`config.mk`:
```
export PLATFORM = sky130hd
export DESIGN_NAME = qix_sound_cmd_tx
export DESIGN_NICKNAME = d
export VERILOG_FILES = /design/src/rtl/qix_sound_cmd_tx.sv
export SDC_FILE = /design/constraint.sdc
export NUM_CORES = 1
export LEC_CHECK = 0
export ABC_CLOCK_PERIOD_IN_PS = 1800
export BUFFER_PORTS_ARGS = -buffer_cell sky130_fd_sc_hd__buf_4
export CORE_MARGIN = 2
export CORE_UTILIZATION = 30
export CTS_CLUSTER_SIZE = 30
export DETAILED_ROUTE_END_ITERATION = 6
export MAX_ROUTING_LAYER = met4
export SYNTH_ARGS = -nofsm -noshare
export SYNTH_HDL_FRONTEND = slang
export SYNTH_SLANG_ARGS = --single-unit
```
`constraint.sdc`:
```
create_clock -name clk_20m -period 1.8 [get_ports clk_20m]
set_input_delay 0.36 -clock clk_20m [delete_from_list [all_inputs] [get_ports clk_20m]]
set_output_delay 0.36 -clock clk_20m [all_outputs]
set_load 0.02 [all_outputs]
```
`src/rtl/qix_sound_cmd_tx.sv`:
```
// Data-CPU side of the sound command link: command/strobe/acknowledge handshake,
// reply latch with IRQ, and the stereo volume register. Optional QIX_SND_CMD_FIFO_EN adds a 4-deep command queue.
module qix_sound_cmd_tx #(
    parameter int unsigned STROBE_CYCLES  = 22,
    parameter int unsigned TIMEOUT_CYCLES = 65535
) (
    input  logic       clk_20m,
    input  logic       reset_n,
    input  logic       cs,
    input  logic       rw,
    input  logic [1:0] addr,
    input  logic [7:0] data_in,
    output logic [7:0] data_out,
    output logic       irq,
    output logic [7:0] snd_cmd,
    output logic       snd_strobe,
    input  logic [7:0] snd_reply,
    input  logic       snd_ack,
    output logic [7:0] vol_data
);

    typedef enum logic [1:0] {
        ST_IDLE     = 2'd0,
        ST_STROBE   = 2'd1,
        ST_WAIT_ACK = 2'd2
    } state_t;

    localparam logic [15:0] STROBE_LAST  = 16'(STROBE_CYCLES - 1);
    localparam logic [15:0] TIMEOUT_LAST = 16'(TIMEOUT_CYCLES - 1);

    state_t      state_reg;
    logic [15:0] cnt_reg;
    logic        ack_prev_reg;
    logic        ack_flag_reg;
    logic        timeout_flag_reg;
    logic        overrun_flag_reg;
    logic        irq_en_reg;
    logic [7:0]  reply_reg;

    logic        wr_cmd;
    logic        wr_ctrl;
    logic        wr_vol;
    logic        ack_fall;
    logic        busy;
    logic        start_cmd;
    logic [7:0]  start_data;
    logic        overrun_set;
    logic        timeout_hit;

    assign wr_cmd   = cs & ~rw & (addr == 2'd0);
    assign wr_ctrl  = cs & ~rw & (addr == 2'd1);
    assign wr_vol   = cs & ~rw & (addr == 2'd2);
    assign ack_fall = ack_prev_reg & ~snd_ack;

`ifdef QIX_SND_CMD_FIFO_EN
    logic [7:0] fifo_mem [4];
    logic [1:0] fifo_wr_ptr_reg;
    logic [1:0] fifo_rd_ptr_reg;
    logic [2:0] fifo_count_reg;
    logic       fifo_empty;
    logic       fifo_full;
    logic       fifo_push;
    logic       fifo_pop;

    assign fifo_empty = (fifo_count_reg == 3'd0);
    assign fifo_full  = (fifo_count_reg == 3'd4);
    assign fifo_push  = wr_cmd & ~fifo_full;
    assign fifo_pop   = (state_reg == ST_IDLE) & ~fifo_empty;

    genvar gi;
    generate
        for (gi = 0; gi < 4; gi++) begin : g_fifo_entry
            always_ff @(posedge clk_20m) begin
                if (fifo_push && (fifo_wr_ptr_reg == 2'(gi))) begin
                    fifo_mem[gi] <= data_in;
                end
            end
        end
    endgenerate

    always_ff @(posedge clk_20m or negedge reset_n) begin
        if (!reset_n) begin
            fifo_wr_ptr_reg <= 2'd0;
            fifo_rd_ptr_reg <= 2'd0;
            fifo_count_reg  <= 3'd0;
        end else begin
            if (fifo_push) begin
                fifo_wr_ptr_reg <= fifo_wr_ptr_reg + 2'd1;
            end
            if (fifo_pop) begin
                fifo_rd_ptr_reg <= fifo_rd_ptr_reg + 2'd1;
            end
            case ({fifo_push, fifo_pop})
                2'b10:   fifo_count_reg <= fifo_count_reg + 3'd1;
                2'b01:   fifo_count_reg <= fifo_count_reg - 3'd1;
                default: fifo_count_reg <= fifo_count_reg;
            endcase
        end
    end

    assign busy        = (state_reg != ST_IDLE) | ~fifo_empty;
    assign start_cmd   = fifo_pop;
    assign start_data  = fifo_mem[fifo_rd_ptr_reg];
    assign overrun_set = wr_cmd & fifo_full;
`else
    assign busy        = (state_reg != ST_IDLE);
    assign start_cmd   = wr_cmd;
    assign start_data  = data_in;
    assign overrun_set = wr_cmd & (state_reg != ST_IDLE);
`endif

    // A restarting write abandons the in-flight command, so it does not also count as a timeout.
    assign timeout_hit = (state_reg == ST_WAIT_ACK) & ~ack_fall & ~start_cmd
                       & (cnt_reg == TIMEOUT_LAST);

    always_ff @(posedge clk_20m or negedge reset_n) begin
        if (!reset_n) begin
            state_reg  <= ST_IDLE;
            cnt_reg    <= 16'd0;
            snd_cmd    <= 8'd0;
            snd_strobe <= 1'b1;
        end else if (start_cmd) begin
            snd_cmd    <= start_data;
            snd_strobe <= 1'b0;
            cnt_reg    <= 16'd0;
            state_reg  <= ST_STROBE;
        end else begin
            case (state_reg)
                ST_STROBE: begin
                    if (cnt_reg == STROBE_LAST) begin
                        snd_strobe <= 1'b1;
                        cnt_reg    <= 16'd0;
                        state_reg  <= ST_WAIT_ACK;
                    end else begin
                        cnt_reg <= cnt_reg + 16'd1;
                    end
                end
                ST_WAIT_ACK: begin
                    if (ack_fall || cnt_reg == TIMEOUT_LAST) begin
                        cnt_reg   <= 16'd0;
                        state_reg <= ST_IDLE;
                    end else begin
                        cnt_reg <= cnt_reg + 16'd1;
                    end
                end
                default: begin
                    cnt_reg   <= 16'd0;
                    state_reg <= ST_IDLE;
                end
            endcase
        end
    end

    // Flag set conditions take priority over same-cycle write-1-to-clear.
    always_ff @(posedge clk_20m or negedge reset_n) begin
        if (!reset_n) begin
            ack_prev_reg     <= 1'b0;
            ack_flag_reg     <= 1'b0;
            timeout_flag_reg <= 1'b0;
            overrun_flag_reg <= 1'b0;
            irq_en_reg       <= 1'b0;
            reply_reg        <= 8'd0;
            vol_data         <= 8'd0;
            irq              <= 1'b0;
        end else begin
            ack_prev_reg <= snd_ack;
            irq          <= irq_en_reg & ack_flag_reg;

            if (ack_fall) begin
                reply_reg <= snd_reply;
            end

            if (ack_fall) begin
                ack_flag_reg <= 1'b1;
            end else if (wr_ctrl && data_in[1]) begin
                ack_flag_reg <= 1'b0;
            end

            if (timeout_hit) begin
                timeout_flag_reg <= 1'b1;
            end else if (wr_ctrl && data_in[2]) begin
                timeout_flag_reg <= 1'b0;
            end

            if (overrun_set) begin
                overrun_flag_reg <= 1'b1;
            end else if (wr_ctrl && data_in[3]) begin
                overrun_flag_reg <= 1'b0;
            end

            if (wr_ctrl) begin
                irq_en_reg <= data_in[0];
            end

            if (wr_vol) begin
                vol_data <= data_in;
            end
        end
    end

    always_comb begin
        data_out = 8'hFF;
        case (addr)
            2'd0: data_out = reply_reg;
            2'd1: data_out = {ack_flag_reg, busy, timeout_flag_reg, overrun_flag_reg,
                              3'b000, irq_en_reg};
            2'd2: data_out = vol_data;
            default: begin
`ifdef QIX_SND_CMD_FIFO_EN
                data_out = {5'b00000, fifo_count_reg};
`else
                data_out = 8'hFF;
`endif
            end
        endcase
    end

endmodule
```
==> flow_summary.toml <==
[routing]
viasPerCell = 4.551
postRouteAntennaNets = 0
drtPass1Iterations = 4
wirelength_mm = 5.196
drt_iter0_markers = 66
route.detailed.drc = 0
vias = 1725
avgRoutedWirePerCell_um = 13.71

[yosys]
yosysWarnings = 0
ys_types = 37
ys_async_sr_fraction = 1.000
synth_edf_count = 0
synth_cells = 215
ys_seq_area_frac = 0.5303
synthFlopType = "dfrtp_1"
ys_ff_latch = 49
syn_avg_cell_area_um2 = 10.77
syn_area_mm2 = 0.002315
syn_nets = 244

[floorplan]
die-area_mm2 = 0.008435
io_pins = 49
rows = 32
start_util = 0.3043
core-area_mm2 = 0.007607
die_y_um = 91.84
die_w_um = 91.84

[layout]
antenna_cells = 0
multi_input_area_mm2 = 0.001062
syn_to_final_growth_pct = 28.86
post_route_cells_drive_above_1_share = 0.3610
largest_register_ffs = 16
final_cells = 379
final_util = 0.3921
finalNetCount = 305
seq_area_mm2 = 0.001227
fill_cells = 775

[sta]
timing.final.crit_share = 0.9563
hold_violations = 0
fin_skew_ps = 10.83
fmax_mhz = 581.0
drv_slew = 0
tightest_slew_ps = 619.8
fin_crit_ps = 1721
slew_headroom = 0.5868
setup-violations-final = 0

[run]
cap_violations = 0

[placed_design]
io_buffers = 48
place_hpwl_mm = 3.852
gp_congestion = 0.8147
dp_cells = 371

[worst_setup_path]
critPathRequiredTime_ps = 1440
crit_arrival_ps = 1360
startpoint_type = "flip-flop"
crit_fanout = 3
end_kind = "primary output"
crit_type = "reg2out"

[power]
powerDensity_mw_per_mm2 = 835.0
total_power_mw = 2.491
leakagePower_nw = 1.347
ir_drop_mv = 0.3810

[clocking]
clk_pin_slew_ps = 90
root_buffer = "clkbuf_8"
cts_tree = "done"
clockBufferDepth = 2
clk_latency_ps = 300
cts_made_buffers = 5
clkSinkCount = 49
cts.htree.levels = 2
cts_hold_buf = 0

[global_route]
grt_max_degree = 50
first_global_vias = 1697
grt_pass1_wl_mm = 8.659
antenna_found_initial = 0
grt-ovfl-total = 0
groute.usage.overall = 0.1341

[hold_path]
min_path_type = "in2async"

[run_status]
status = "finished clean"
-- power breakdown --
group	leakage (nW)	internal (mW)	switching (mW)
logic	0.684	0.267	0.288
clock network	0.0374	0.274	0.365
registers	0.625	1.22	0.0788
-- final timing paths --
path / startpoint / to / slack, ps / depth (start not counted)
max in group asynchronous: reset_n / cnt_reg[5]$_DFF_PN0_ / 1310 / 1
min: reset_n / snd_cmd[0]$_DFFE_PN0P_ / 60 / 1
max: state_reg[1]$_DFFE_PN0P_ / data_out[6] / 80 / 5
min in group clk_20m: snd_ack / ack_prev_reg$_DFF_PN0_ / 170 / 1
min reg2reg: snd_cmd[6]$_DFFE_PN0P_ / snd_cmd[6]$_DFFE_PN0P_ / 490 / 2
max reg2reg: cnt_reg[1]$_DFF_PN0_ / cnt_reg[10]$_DFF_PN0_ / 130 / 8
-- kinds of logic after synthesis --
kind of cell / synth area share
AO/OA/AOI/OAI: 0.07244
XOR/XNOR: 0.04919
adder cells (fa/ha/maj): 0.03243
buffers and inverters: 0.02108
flip-flops: 0.5303
multiplexers: 0.1016
AND/OR/NAND/NOR: 0.1930
-- critical path: stages (launching register included) --
cell and delay (ps):
dfrtp_1 400, inv_2 80, ha_2 180, mux2i_1 80, o22a_1 160, buf_4 160
-- through the flow --
step                setup TNS [ps]  instance area [um^2]  worst slack [ps]  hold WS (ps)
floorplan                        0                  2315             82.68         64.41
global placement                 0                  2872             145.1         417.6
detailed placement               0                  2872             37.40         415.8
CTS                              0                  2959             15.18         75.73
global route                -299.4                  2983            -32.20         109.2
finish                           0                  2983             78.73         60.86
-- cell type report --
cell class,count,area share
well taps,102,0.04279
flip-flops and latches,49,0.4115
inverters,6,0.007550
clock inverters,2,0.005034
multi-input cells,155,0.3561
repair buffers,59,0.1527
clock buffers,6,0.02433
-- placed cells by master, fill, tap and decap left out, drive strengths merged, types with 3 or more instances in the layout --
cell type,Yosys,routed
mux2,20,20
xor2,9,9
nand2b,3,3
xnor2,4,4
clkbuf,4,6
dfrtp,48,48
nor2,21,21
ha,6,6
inv,6,6
o22a,5,5
nand4,3,3
o21ai,8,8
and3,4,4
nand3,7,7
nand2,44,44
nor3,3,3
buf,1,59
-- layer usage --
metal | vias up | wire length, um | track usage
met1 | 839 | 2611 | 0.1860
met3 | 8 | 128 | 0.02054
li1 | 852 | - | -
met5 | - | 0 | -
met2 | 26 | 2377 | 0.2022
met4 | 0 | 79 | 0.04478
-- what timing repair did --
item                       CTS  global route
setup endpoints to repair    0            17
hold endpoints to repair     0             0
gates resized for setup      0             6
buffers inserted             0             0
-- synth_stat cells (all sizes together), types with 4 or more instances --
master  number  area share
and3         4       0.014
clkbuf       4      0.0065
dfrtp       48        0.52
ha           6       0.032
inv          6      0.0097
mux2        20       0.097
nand2       44       0.071
nand3        7       0.015
nor2        21       0.034
o21ai        8       0.017
o22a         5       0.019
xnor2        4       0.015
xor2         9       0.034
Power figures use the tool's default switching activity.
